[config.mk]
export PLATFORM = sky130hd
export DESIGN_NAME = seq_ctx_sched
export DESIGN_NICKNAME = d
export VERILOG_FILES = /design/src/rtl/seq_ctx_sched.sv
export SDC_FILE = /design/constraint.sdc
export NUM_CORES = 1
export LEC_CHECK = 0
export CAP_MARGIN = 40
export CORE_UTILIZATION = 42
export DETAILED_ROUTE_END_ITERATION = 6
export GPL_ROUTABILITY_DRIVEN = 0
export HOLD_SLACK_MARGIN = 0.1
export PLACE_DENSITY = 0.77
export SETUP_SLACK_MARGIN = 0.2
export SYNTH_ARGS = -nofsm -noshare
export SYNTH_HDL_FRONTEND = slang
export SYNTH_SLANG_ARGS = --single-unit
export TNS_END_PERCENT = 30
[constraint.sdc]
create_clock -name clk -period 2.18 [get_ports clk]
set_input_delay 0.436 -clock clk [delete_from_list [all_inputs] [get_ports clk]]
set_output_delay 0.436 -clock clk [all_outputs]
set_load 0.05 [all_outputs]
[src/rtl/seq_ctx_sched.sv]
// Round-robin scheduler sharing one 2-bit sequence detector among NCH channels.
// Each channel's detector state lives in a context register file and is stepped only when granted.
module seq_ctx_sched #(
  parameter int NCH = 4,
  parameter int CW  = $clog2(NCH)
) (
  input  logic             clk,
  input  logic             rst_n,
  input  logic [NCH-1:0]   req,
  input  logic [NCH-1:0]   c_in,
  input  logic [NCH-1:0]   ctx_clr,
  output logic [NCH-1:0]   gnt,
  output logic             out_valid,
  output logic [CW-1:0]    out_ch,
  output logic             out_y,
  output logic [2*NCH-1:0] dbg_ctx
);

  typedef enum logic [1:0] {
    S0 = 2'b00,
    S1 = 2'b01,
    S2 = 2'b11,
    S3 = 2'b10
  } det_state_e;

  det_state_e        ctx_q [NCH];
  logic [CW-1:0]     last_q;
  logic              out_valid_q;
  logic [CW-1:0]     out_ch_q;
  logic              out_y_q;

  logic              found;
  logic [CW-1:0]     gnt_idx;
  logic              cur_c;
  det_state_e        cur_s;
  det_state_e        nxt_s;
  logic              y_d;

  // Search starts just after the last granted channel, wrapping modulo NCH.
  always_comb begin
    int idx;
    logic [CW-1:0] idx_c;
    found   = 1'b0;
    gnt_idx = '0;
    gnt     = '0;
    for (int k = 1; k <= NCH; k++) begin
      idx   = (int'(last_q) + k) % NCH;
      idx_c = CW'(idx);
      if (!found && req[idx_c]) begin
        found   = 1'b1;
        gnt_idx = idx_c;
      end
    end
    if (found) gnt[gnt_idx] = 1'b1;
  end

  always_comb begin
    cur_s = ctx_q[gnt_idx];
    cur_c = c_in[gnt_idx];
    nxt_s = S0;
    unique case (cur_s)
      S0: nxt_s = cur_c ? S1 : S0;
      S1: nxt_s = cur_c ? S1 : S2;
      S2: nxt_s = cur_c ? S3 : S2;
      S3: nxt_s = cur_c ? S3 : S0;
      default: nxt_s = S0;
    endcase
    y_d = (cur_s == S2) | ((cur_s == S3) & cur_c);
  end

  // A clear on the granted channel overrides the write-back; the output still uses the old state.
  for (genvar i = 0; i < NCH; i++) begin : g_ctx
    always_ff @(posedge clk or negedge rst_n) begin
      if (!rst_n) begin
        ctx_q[i] <= S0;
      end else if (ctx_clr[i]) begin
        ctx_q[i] <= S0;
      end else if (gnt[i]) begin
        ctx_q[i] <= nxt_s;
      end
    end
    assign dbg_ctx[2*i +: 2] = ctx_q[i];
  end

  always_ff @(posedge clk or negedge rst_n) begin
    if (!rst_n) begin
      last_q      <= CW'(NCH - 1);
      out_valid_q <= 1'b0;
      out_ch_q    <= '0;
      out_y_q     <= 1'b0;
    end else begin
      out_valid_q <= found;
      if (found) begin
        last_q   <= gnt_idx;
        out_ch_q <= gnt_idx;
        out_y_q  <= y_d;
      end
    end
  end

  assign out_valid = out_valid_q;
  assign out_ch    = out_ch_q;
  assign out_y     = out_y_q;

endmodule

# Word level (Yosys, flattened, before mapping)
# Cells that the tools add are included.
# Widths: inputs -> output; s select.
[word_totals]
ff_bits = 14
in_bits = 14
out_inout_bits = 16
[classes]
addsub = 4
n_lt_le_gt_ge = 7
eq_ne = 3
mux = 37
bitwise = 3
n_reduce_logical = 12
[op_table]
columns = ["cell", "count"]
rows = [
  ["$mux 2", 16],
  ["$lt 2x3->1 const B", 5],
  ["$mux 1", 12],
  ["$bmux 1 s2", 5],
  ["$pmux 2 s4", 1],
  ["$reduce_bool 2->1", 4],
  ["$add 2x1->2 const B", 2],
  ["$add 2x2->2 const B", 2],
  ["$bmux 2 s2", 1],
  ["$eq 2x2->1 const B", 2],
  ["$logic_and 1x1->1", 4],
  ["$mux 4", 1],
  ["$ge 3x3->1 const B", 1],
  ["$logic_not 1->1", 3],
  ["$not 2->3", 1],
  ["$demux 1 s2", 1],
  ["$eq 2x1->1 const B", 1],
  ["$ge 2x1->1 const B", 1],
  ["$logic_not 2->1", 1],
  ["$and 1x1->1", 1],
  ["$or 1x1->1", 1],
]

# Longest topological paths before layout
[logic_depth]
word_depth = 21
mapped_depth = 7
ltp_nobuf = 6

# Least setup slack after synthesis
# No wires, ideal clock.
[synth_path]
path_type = "register to output"
from = "reg last_q[1]"
to = "out gnt[0]"
arrival_time_ns = 2.357
slack_ns = -0.613
stages_incl_launch_ff = 6
cell_sequence = "dfstp_2 mux2i_1 o21a_1 buf_6 nand2_2 nor3_1"
[synth_between]
elab_chain_len = 18
elab_cells_between_ends = 32
classes_between = "4 x add/sub; 2 x order compare; 19 x mux; 7 x reduce/logical"
[synth_lines]
columns = ["item", "line", "source"]
rows = [
  ["start: declaration", "27", "logic [CW-1:0] last_q;"],
  ["start signal: assignment", "87", "last_q <= CW'(NCH - 1);"],
  ["start signal: assignment", "94", "last_q <= gnt_idx;"],
  ["$add 2x1->2", "47", "idx = (int'(last_q) + k) % NCH;"],
  ["$bmux 1 s2", "49", "if (!found && req[idx_c]) begin"],
  ["$mux 1 (not written as such)", "49", ""],
  ["$mux 1", "49", ""],
  ["$logic_not 1->1", "49", ""],
  ["$logic_and 1x1->1", "49", ""],
  ["$mux 1", "49", ""],
  ["$logic_not 1->1", "49", ""],
  ["[2 not listed]", "--", ""],
  ["$logic_not 1->1", "49", ""],
  ["$logic_and 1x1->1", "49", ""],
  ["$mux 2", "49", ""],
  ["$lt 2x3->1 (not written as such) / $ge 2x1->1 (equally long branches)", "54", "if (found) gnt[gnt_idx] = 1'b1;"],
  ["$logic_and 1x1->1 (not written as such)", "54", ""],
  ["$mux 1 (not written as such)", "54", ""],
  ["$demux 1 s2", "54", ""],
  ["$mux 4 *", "54", ""],
  ["end: declaration", "12", "output logic [NCH-1:0] gnt,"],
]
# Mark *: on every way between the ends. The rest lies on a longest branch, timed or not. The select of a mux whose other input is x is not followed.

# Worst setup path after layout
[layout_path]
from = "reg last_q[1]"
to = "reg ctx_q (netlist bit dbg_ctx[7])"
[layout_between]
elab_chain_len = 21
elab_cells_between_ends = 48
classes_between = "4 x add/sub; 2 x order compare; 3 x eq/ne; 29 x mux; 1 x bitwise; 9 x reduce/logical"
[layout_lines]
columns = ["item", "line", "source"]
rows = [
  ["$add 2x1->2", "47", ""],
  ["$bmux 1 s2", "49", ""],
  ["$mux 1 (not written as such)", "49", ""],
  ["$mux 1", "49", ""],
  ["$logic_not 1->1", "49", ""],
  ["$logic_and 1x1->1", "49", ""],
  ["$mux 1", "49", ""],
  ["$logic_not 1->1", "49", ""],
  ["[4 not listed]", "--", ""],
  ["$mux 2", "49", ""],
  ["$not 2->3 (not written as such)", "58", "cur_s = ctx_q[gnt_idx];"],
  ["$bmux 2 s2", "58", ""],
  ["$mux 2 (not written as such) (2 in a row)", "58", ""],
  ["$eq 2x2->1, or another cell as far along", "61", "unique case (cur_s)"],
  ["$pmux 2 s4", "61", ""],
  ["$mux 2", "78", "end else if (gnt[i]) begin"],
  ["$mux 2", "76", "end else if (ctx_clr[i]) begin"],
  ["end signal: indexed assignment", "79", "ctx_q[i] <= nxt_s;"],
  ["end: declaration", "26", "det_state_e ctx_q [NCH];"],
]
# Parallel ways exist; a longest one is shown, timed or not. The select of a mux whose other input is x is not followed.
# A chain may end at the register's enable or synchronous reset.

==> results.json <==
{
  "clock_latency_ns": 0.27,
  "crit_path_max_incr_delay_ns": 0.58,
  "multi_input_area_sq_um": 573,
  "area_delta_synth_final_pct": 99.4,
  "min_path_type": "reg2reg",
  "slew_headroom_pct": 56.5,
  "grt_pass1_wl_um": 4580,
  "vias": 1013,
  "drtIter0Drc": 48,
  "htreeDepth": 1,
  "final_common_cell": "buf_4",
  "synth_seq_cells": 14,
  "layout.cells.non_filler": 170,
  "seq_power_share_pct": 19.1,
  "io_pins": 30,
  "period_share_pct": 112,
  "rows": 15,
  "die_height_um": 45.6,
  "worstMarginPinSlew_ns": 0.651,
  "port_buffers": 29,
  "cp_max_fo": 6,
  "met3_length_um": 238,
  "setup_ws_ns": -0.260,
  "fin_setup_tns_ns": -2.40,
  "power_mw": 2.27,
  "core_sq_um": 1750,
  "mappedNetlistArea_sq_um": 797,
  "status": "finished with violations",
  "setup.worst_path.class": "reg2reg",
  "path_clk_slew_ns": 0.09,
  "wl_met1_um": 1360,
  "synth.avg_cell_area_sq_um": 10.1,
  "crit_top_cell": "buf_4",
  "crit_path_end_kind": "flip-flop",
  "wl_met2_um": 1740,
  "cp.required_ns": 2.35,
  "dr.pass1.iters": 4,
  "syn-instance-count": 79,
  "drcViolationCount": 0,
  "grt_usage_pct": 32.3,
  "dpl.hpwl_um": 1680,
  "start_util_pct": 45.7,
  "dpl.cell_count": 153,
  "cp_num_buf_inv": 4,
  "n_antenna_cell": 0,
  "synth_sequential_area_ratio_pct": 44.3,
  "die_w_um": 45.6,
  "ff_latch_area_sq_um": 353,
  "arrival_ns": 2.60,
  "num-fill-cells": 68,
  "drive_gt1_share_pct": 50.3,
  "p_leak_nw": 0.695,
  "swShare_pct": 48.2,
  "ys_warn_count": 0,
  "peakVddDrop_mv": 1.02,
  "clockBufferDepth": 2,
  "rsz0062_at_grt": "yes",
  "nNetsFinal": 160,
  "routed_via_density": 5.96,
  "min_period_ns": 2.44,
  "cts_buffers": 3,
  "p_clk_share_pct": 6.8,
  "cts_tree": "done",
  "start_kind": "flip-flop",
  "violations": "setup timing",
  "syn_nets": 93,
  "place_ws_ns": -0.406,
  "maxSlewViolCount": 0,
  "skew_ns": 0.00474,
  "drt-wirelength-per-cell_um": 20.5,
  "grt_overflow": 0,
  "power_density_nw_per_um2": 1430,
  "wl_um": 3490,
  "slowest_stage": "dfstp_2",
  "hold_viol": 0,
  "combPwrFrac_pct": 74.1,
  "ant_nets": 0,
  "mostFrequentLayoutCells": "28 x buf_4, 18 x clkdlybuf4s50_1, 12 x dfrtp_1",
  "antenna_found_initial": 0,
  "maxCapViolations": 0,
  "crit_chain": "mux2i_2 -> buf_4 -> buf_4 -> o21ai_1 -> buf_4 -> o21ai_0 -> a22oi_2 -> mux2i_2 -> buf_4 -> a211oi_2",
  "grt_pass1_vias": 996,
  "dieArea_sq_um": 2080,
  "fmax_ghz": 0.410,
  "grt_max_degree": 15,
  "yosysUniqueCellTypes": 30,
  "switchingPower_mw": 1.09,
  "p_int_mw": 1.17,
  "setup_viol": 13,
  "cp_top_family": "compound AO/OA/AOI/OAI gates",
  "utilization_pct": 91.0,
  "top_layer_used": "met4",
  "clkSinkCount": 14,
  "cts_root_buffer": "clkbuf_4"
}
-- cells in the mapped netlist (all sizes together) --
library cell | count | share of area (%)
nand2b | 1 | 0.79
dfstp | 2 | 6.6
nor4 | 1 | 0.79
nor3 | 1 | 0.63
a31o | 1 | 1.1
nand2 | 4 | 2.2
buf | 1 | 1.4
nor2 | 10 | 4.7
a31oi | 7 | 7.4
a22o | 1 | 1.1
a21o | 3 | 2.8
o21ai | 9 | 5.7
mux2i | 3 | 3.8
o21a | 1 | 0.94
o31a | 1 | 1.3
nand3b | 2 | 1.9
o21ba | 1 | 1.3
a21boi | 1 | 0.94
o21bai | 1 | 2.4
nand3 | 1 | 0.63
a22oi | 3 | 4.1
dfrtp | 12 | 38
a21oi | 2 | 1.3
a211oi | 8 | 7.5
nor2b | 1 | 0.79
inv | 1 | 0.47
-- worst paths after layout --
| kind | slack, ns | from | cells past startpoint | endpoint |
|---|---|---|---|---|
| hold / removal | 0.48 | out_ch[0]$_DFFE_PN0P_ | 1 | out_ch[0]$_DFFE_PN0P_ |
| setup reg to reg | -0.26 | last_q[1]$_DFFE_PN1P_ | 10 | dbg_ctx[7]$_DFFE_PN0P_ |
| setup / recovery | -0.26 | last_q[1]$_DFFE_PN1P_ | 10 | dbg_ctx[7]$_DFFE_PN0P_ |
| max in group asynchronous | 1.21 | rst_n | 1 | out_valid$_DFF_PN0_ |
| min in group asynchronous | 0.55 | rst_n | 1 | dbg_ctx[4]$_DFFE_PN0P_ |
| hold reg to reg | 0.48 | out_ch[0]$_DFFE_PN0P_ | 1 | out_ch[0]$_DFFE_PN0P_ |
-- flip-flops by register name (all words and copies together), names as in the netlist --
| register | count |
|---|---|
| out_y | 1 |
| out_ch | 2 |
| last_q | 2 |
| dbg_ctx | 8 |
| out_valid | 1 |
-- layer usage --
layer,vias to the layer above,track usage (%)
li1,439,-
met1,490,37.6
met5,-,0
met3,14,5.56
met2,70,55.7
met4,0,17.6
-- power by group through the flow --
| stage | combinational (mW) | sequential (mW) | clock, mW |
|---|---|---|---|
| 2_1_floorplan | 0.506 | 0.647 | 0 |
| 3_3_place_gp | 1.27 | 0.421 | 0 |
| 3_5_place_dp | 1.29 | 0.425 | 0 |
| 4_1_cts | 1.48 | 0.421 | 0.156 |
| 5_1_grt | 1.74 | 0.441 | 0.168 |
| 6_report | 1.68 | 0.432 | 0.155 |
-- metrics by stage --
step	area, sq um	hold slack (ns)
2_1_floorplan	818	0.140
3_3_place_gp	1310	0.461
3_5_place_dp	1310	0.470
4_1_cts	1510	0.488
5_1_grt	1590	0.513
6_report	1590	0.484
-- timing repair --
item | 4_1_cts | 5_1_grt
hold buffers | 0 | 0
cloned | 0 | 0
pin swaps | 13 | 7
gates resized for setup | 23 | 18
setup endpoints to repair | 12 | 15
buffers inserted | 11 | 2
-- logic make-up (layout without fill, tap and decap cells) --
kind of cell | count (synthesis) | in the layout | share of synthesized area, %
AOI/OAI and AO/OA | 39 | 39 | 37.7
and+or+nand+nor | 21 | 21 | 12.4
DFF | 14 | 14 | 44.3
muxes | 3 | 3 | 3.77
buffers and inverters | 2 | 68 | 1.88
-- final cells by class --
cell class | count | area share (%)
timing repair buffer | 63 | 37.9
tap | 25 | 1.97
sequential | 14 | 22.2
multi-input combinational | 63 | 36.1
inverter | 1 | 0.236
clock buffer | 4 | 1.65
Power figures use the tool's default switching activity.
==> RTL edit 1 (same settings) <==
`NCH`: 4 -> 8.
--- a/src/rtl/seq_ctx_sched.sv
+++ b/src/rtl/seq_ctx_sched.sv
@@ -1,7 +1,7 @@
 // Round-robin scheduler sharing one 2-bit sequence detector among NCH channels.
 // Each channel's detector state lives in a context register file and is stepped only when granted.
 module seq_ctx_sched #(
-  parameter int NCH = 4,
+  parameter int NCH = 8,
   parameter int CW  = $clog2(NCH)
 ) (
   input  logic             clk,
Interface: changed (6 resized); port bits go from 30 to 55. The function was not compared with the original's and may differ.
==> RTL edit 1 against the unedited design <==
The run still ends with setup timing left; via count grew to 2.9 times the old value; sequential cell count is 10 higher; die area rose to 2.8 times the old value; worst setup slack got worse by 1.7 ns; routed wire length rose to 3.1 times the old value; count of clock-buffer cells in the layout stayed put; area after synthesis increased to 2.9 times the old value; design area increased to 2.6 times the old value; first-iteration DRC count increased to 7.2 times the old value; critical path type unchanged; highest routed layer unchanged.
Power is left out: the tool's default activity adds up to more than one toggle a clock period on the data nets, which glitch-free logic cannot reach.
==> RTL edit 1: results (changes against the unedited design) <==
aggregate global-route resource usage 31.0% (-1.3 points); largest fanout on the critical path 8 (+2); Fillers 275 (+300%); Crit path arrival time 4.30 ns (+1.70 ns); Seq/Total Area, Yosys 26.0% (-18 points); Distinct cells, synth 69 (+130%); most common library cells after synthesis 24 x nand2_1, 21 x dfrtp_1, 18 x mux2i_1; RR Startpoint last_q[0]; Crit path max-delay family multiplexers; Placed Instances 415 (+170%); layout cell share with drive strength beyond 1 48.8% (-1.5 points); largest net degree at the start of global routing 25 (+10); worst setup margin -1.97 ns (-1.71 ns); Final Non-Filler Cells 455 (+170%); Antenna Cells 0 (unchanged); Clock Latency Late Sink 0.28 ns; failing checks setup timing; first-pass GRT wire length 14.3 mm (+210%); Post-Syn Area 2320 um2 (+190%); Iteration-0 DRC Markers 345 (+620%); Clock Tree Root clkbuf_8; post-route clock skew 0.00864 ns (+0.00390 ns); top_reg_cell synth dfrtp_1; drt pass-1 iters 5 (+1); status complete, but fails checks; detail-routed net length per standard cell 24.0 um (+17%); Syn Inst Count 242 (+210%); port bufs 54 (+86%); Worst Tran Pin Value 0.517 ns (-0.133 ns); Setup crit end dbg_ctx[3]; Hold Crit Class primary input to async pin; top cells by area, synth dfrtp_1 23%, mux2i_1 7.8%, mux2_2 5.8%, mux4_2 4.8%, nand3b_1 4.8%; number of flip-flops under the largest register name 16 (+8); Mapped Nets 270 (+190%); Finish-stage setup viols 32 (+19); Max clock buf depth 2 (unchanged)
## RTL edit 1: cell types whose count changed after synthesis, sizes merged, moves of 9 or more
cell and change:
dfrtp +9, inv +15, mux2 +13, mux2i +16
nand2 +20, nand3b +13, o21ai +9
## RTL edit 1: worst min-delay path by stage
stage               from  slack (ns)    endpoint
2_1_floorplan      rst_n        0.14  dbg_ctx[0]
3_3_place_gp   out_ch[1]        0.47   out_ch[1]
3_5_place_dp   out_ch[0]        0.48   out_ch[0]
4_1_cts        out_ch[0]        0.50   out_ch[0]
5_1_grt            rst_n        0.52  dbg_ctx[0]
6_report           rst_n        0.50  dbg_ctx[0]
## RTL edit 1: per-layer routing
| metal | up-vias | share of wire (%) | wire length, um | track usage (%) |
|---|---|---|---|---|
| li1 | 1228 | - | - | - |
| met3 | 85 | 8.4 | 915 | 3.47 |
| met4 | 0 | 7.0 | 771 | 15.0 |
| met1 | 1416 | 36 | 3940 | 37.7 |
| met5 | - | 0 | 0 | 0 |
| met2 | 254 | 49 | 5310 | 54.3 |
## RTL edit 1: metrics by stage
stage          TNS [ns]  hold WS [ns]  worst slack, ns  cell area [um2]
4_1_cts          -44.69         0.505            -1.72             3940
2_1_floorplan    -42.77         0.140            -1.63             2390
6_report         -52.23         0.503            -1.97             4160
5_1_grt          -55.31         0.524            -2.04             4160
3_3_place_gp     -48.24         0.472            -1.81             3470
3_5_place_dp     -50.45         0.484            -1.96             3470
## RTL edit 1: repair_timing
action / CTS / global route
pin swaps: 15 / 12
gates resized for setup: 42 / 37
setup endpoints to repair: 32 / 38
gates cloned: 1 / 0
setup buffers: 28 / 7
## RTL edit 1: kinds of logic (layout without fill, tap and decap cells)
logic type | count (synthesis) | count (layout) | share of synthesized area, %
xor+xnor | 3 | 3 | 1.13
buf+inv | 28 | 171 | 6.30
flops | 24 | 24 | 26.0
simple gates | 80 | 80 | 20.9
mux | 39 | 39 | 21.9
compound gates | 66 | 66 | 22.7
fa+ha+maj | 2 | 2 | 1.08
## RTL edit 1: area by class of cell
class	count	area [um2]	area share [%]
flip-flops and latches	24	604	14.5
multi-input cells	190	1840	44.3
repair buffers	150	1480	35.7
inverters	17	83.8	2.02
clock buffers	4	55.1	1.32
well taps	70	87.6	2.11
==> RTL edit 2 (config.mk and constraints unchanged) <==
Without the edit above. Register the output `dbg_ctx`, cleared by the reset; this adds one clock of latency there. The other outputs are not delayed to match.
--- a/src/rtl/seq_ctx_sched.sv
+++ b/src/rtl/seq_ctx_sched.sv
@@ -22,6 +22,8 @@
     S2 = 2'b11,
     S3 = 2'b10
   } det_state_e;
+
+  logic [2*NCH-1:0] dbg_ctx_d;
 
   det_state_e        ctx_q [NCH];
   logic [CW-1:0]     last_q;
@@ -79,7 +81,7 @@
         ctx_q[i] <= nxt_s;
       end
     end
-    assign dbg_ctx[2*i +: 2] = ctx_q[i];
+    assign dbg_ctx_d[2*i +: 2] = ctx_q[i];
   end
 
   always_ff @(posedge clk or negedge rst_n) begin
@@ -102,5 +104,13 @@
   assign out_ch    = out_ch_q;
   assign out_y     = out_y_q;
 
+  always_ff @(posedge clk or negedge rst_n) begin
+    if (!rst_n) begin
+      dbg_ctx <= '0;
+    end else begin
+      dbg_ctx <= dbg_ctx_d;
+    end
+  end
+
 endmodule
 
Check against the original RTL: not equivalent (Yosys sat finds a counterexample within 4 cycles, from zero or initial values and one cycle with rst_n low).
==> RTL edit 2 against the unedited design <==
The flow still finishes with violations (setup timing); design area up 3.2%; power up 8.6%; largest power group unchanged; final cell count down 4.1%; routed wire length down 33%; sequential cell count up 8; worst setup slack better by 0.15 ns; clock power up 26%; area after synthesis up 28%; clock skew up 0.0070 ns.
==> RTL edit 2: results (changes against the unedited design) <==
hold depth 0 (-1); fin nets 150 (-6.3%); P_int 1.36 mW (+16%); Fillers 159 (+130%); met2 Use GR 34.6% (-21 points); top cells by area, synth dfrtp_1 49%, mux2i_1 7.8%, dfstp_2 5.1%, a211oi_2 4.9%, nand2b_1 4.3%; Syn Inst Count 83 (+5.1%); layout cell share with drive strength beyond 1 42.2% (-8.1 points); failing checks setup timing; Final Non-Filler Cells 163 (-4.1%); Finish-stage setup viols 9 (-4); largest net degree at the start of global routing 14 (-1); worst r2r dst ctx_q[1]; hold path startpoint ctx_q[1]; multiplexer area fraction after synthesis 12.6% (+8.8 points); worst setup margin -0.106 ns (+0.154 ns); aggregate global-route resource usage 20.1% (-12 points); Crit path arrival time 1.85 ns (-0.75 ns); RR Startpoint last_q[0]; Seq/Total Area, Yosys 54.1% (+9.8 points); Synth Area in Compound Gates 17.4% (-20 points); status complete, but fails checks; Iteration-0 DRC Markers 13 (-73%); met3 WL 85 um (-64%); worst rel slew slack 63.5% (+7.0 points); Worst VDD drop 0.973 mV (-4.5%); DP HPWL 1.67 mm (-0.91%); most common library cells after synthesis 20 x dfrtp_1, 8 x mux2i_1, 7 x nand2b_1, 7 x nor2_1, 6 x nand2_1; first-pass GRT wire length 3.81 mm (-17%); number of global-route vias before repair 846 (-15%); clk slew on worst S/H paths 0.11 ns (+0.02 ns); reg2reg path depth 8 (-2); Distinct cells, synth 28 (-6.7%)
[RTL edit 2: cell count changes after synthesis, moves of 3 or more]
cell / change
a31oi_1: -6
a211oi_2: +4
a211oi_1: -7
mux2_2: +3
o21ai_0: -5
nand2_1: +3
nor2_1: -3
mux2i_1: +5
dfrtp_1: +8
nand2b_1: +6
o21ai_1: -3
[RTL edit 2: power groups by stage]
stage | sequential [mW] | combinational, mW | clock, mW
6_report | 0.687 | 1.58 | 0.195
3_3_place_gp | 0.673 | 1.39 | 0
2_1_floorplan | 0.940 | 0.652 | 0
5_1_grt | 0.709 | 1.65 | 0.214
4_1_cts | 0.677 | 1.54 | 0.193
3_5_place_dp | 0.682 | 1.41 | 0
[RTL edit 2: per-stage QoR]
stage / hold WS [ns] / cell area (um2) / util, % / power, mW / TNS (ns)
after global routing: 0.445 / 1640 / 72.8 / 2.58 / -1.76
after floorplan: 0.140 / 1060 / - / 1.59 / -0.0374
after global placement: 0.389 / 1490 / 66.1 / 2.06 / -4.79
final: 0.426 / 1640 / 72.8 / 2.46 / -0.593
after detailed placement: 0.393 / 1490 / 66.1 / 2.09 / -5.36
after CTS: 0.422 / 1610 / 71.4 / 2.41 / -0.800
[RTL edit 2: worst max-delay path, stage by stage (launching register included)]
cell      delay [ns]
dfstp_2         0.66
o211ai_1        0.13
buf_4           0.17
o221a_2         0.15
nor2_1          0.22
buf_6           0.20
[RTL edit 2: repair_timing]
action	CTS	global route
endpoints found under the hold margin	0	0
setup endpoints to repair	13	13
pin swaps	3	2
cloned	1	0
resized for setup	12	6
buffers inserted	6	0
[RTL edit 2: final cells by class]
class,instances,share of cell area [%]
Clock buffer,4,1.60
Tap cell,28,2.14
Sequential cell,22,33.7
Timing Repair Buffer,51,28.9
Multi-Input combinational cell,56,33.2
Inverter,2,0.458
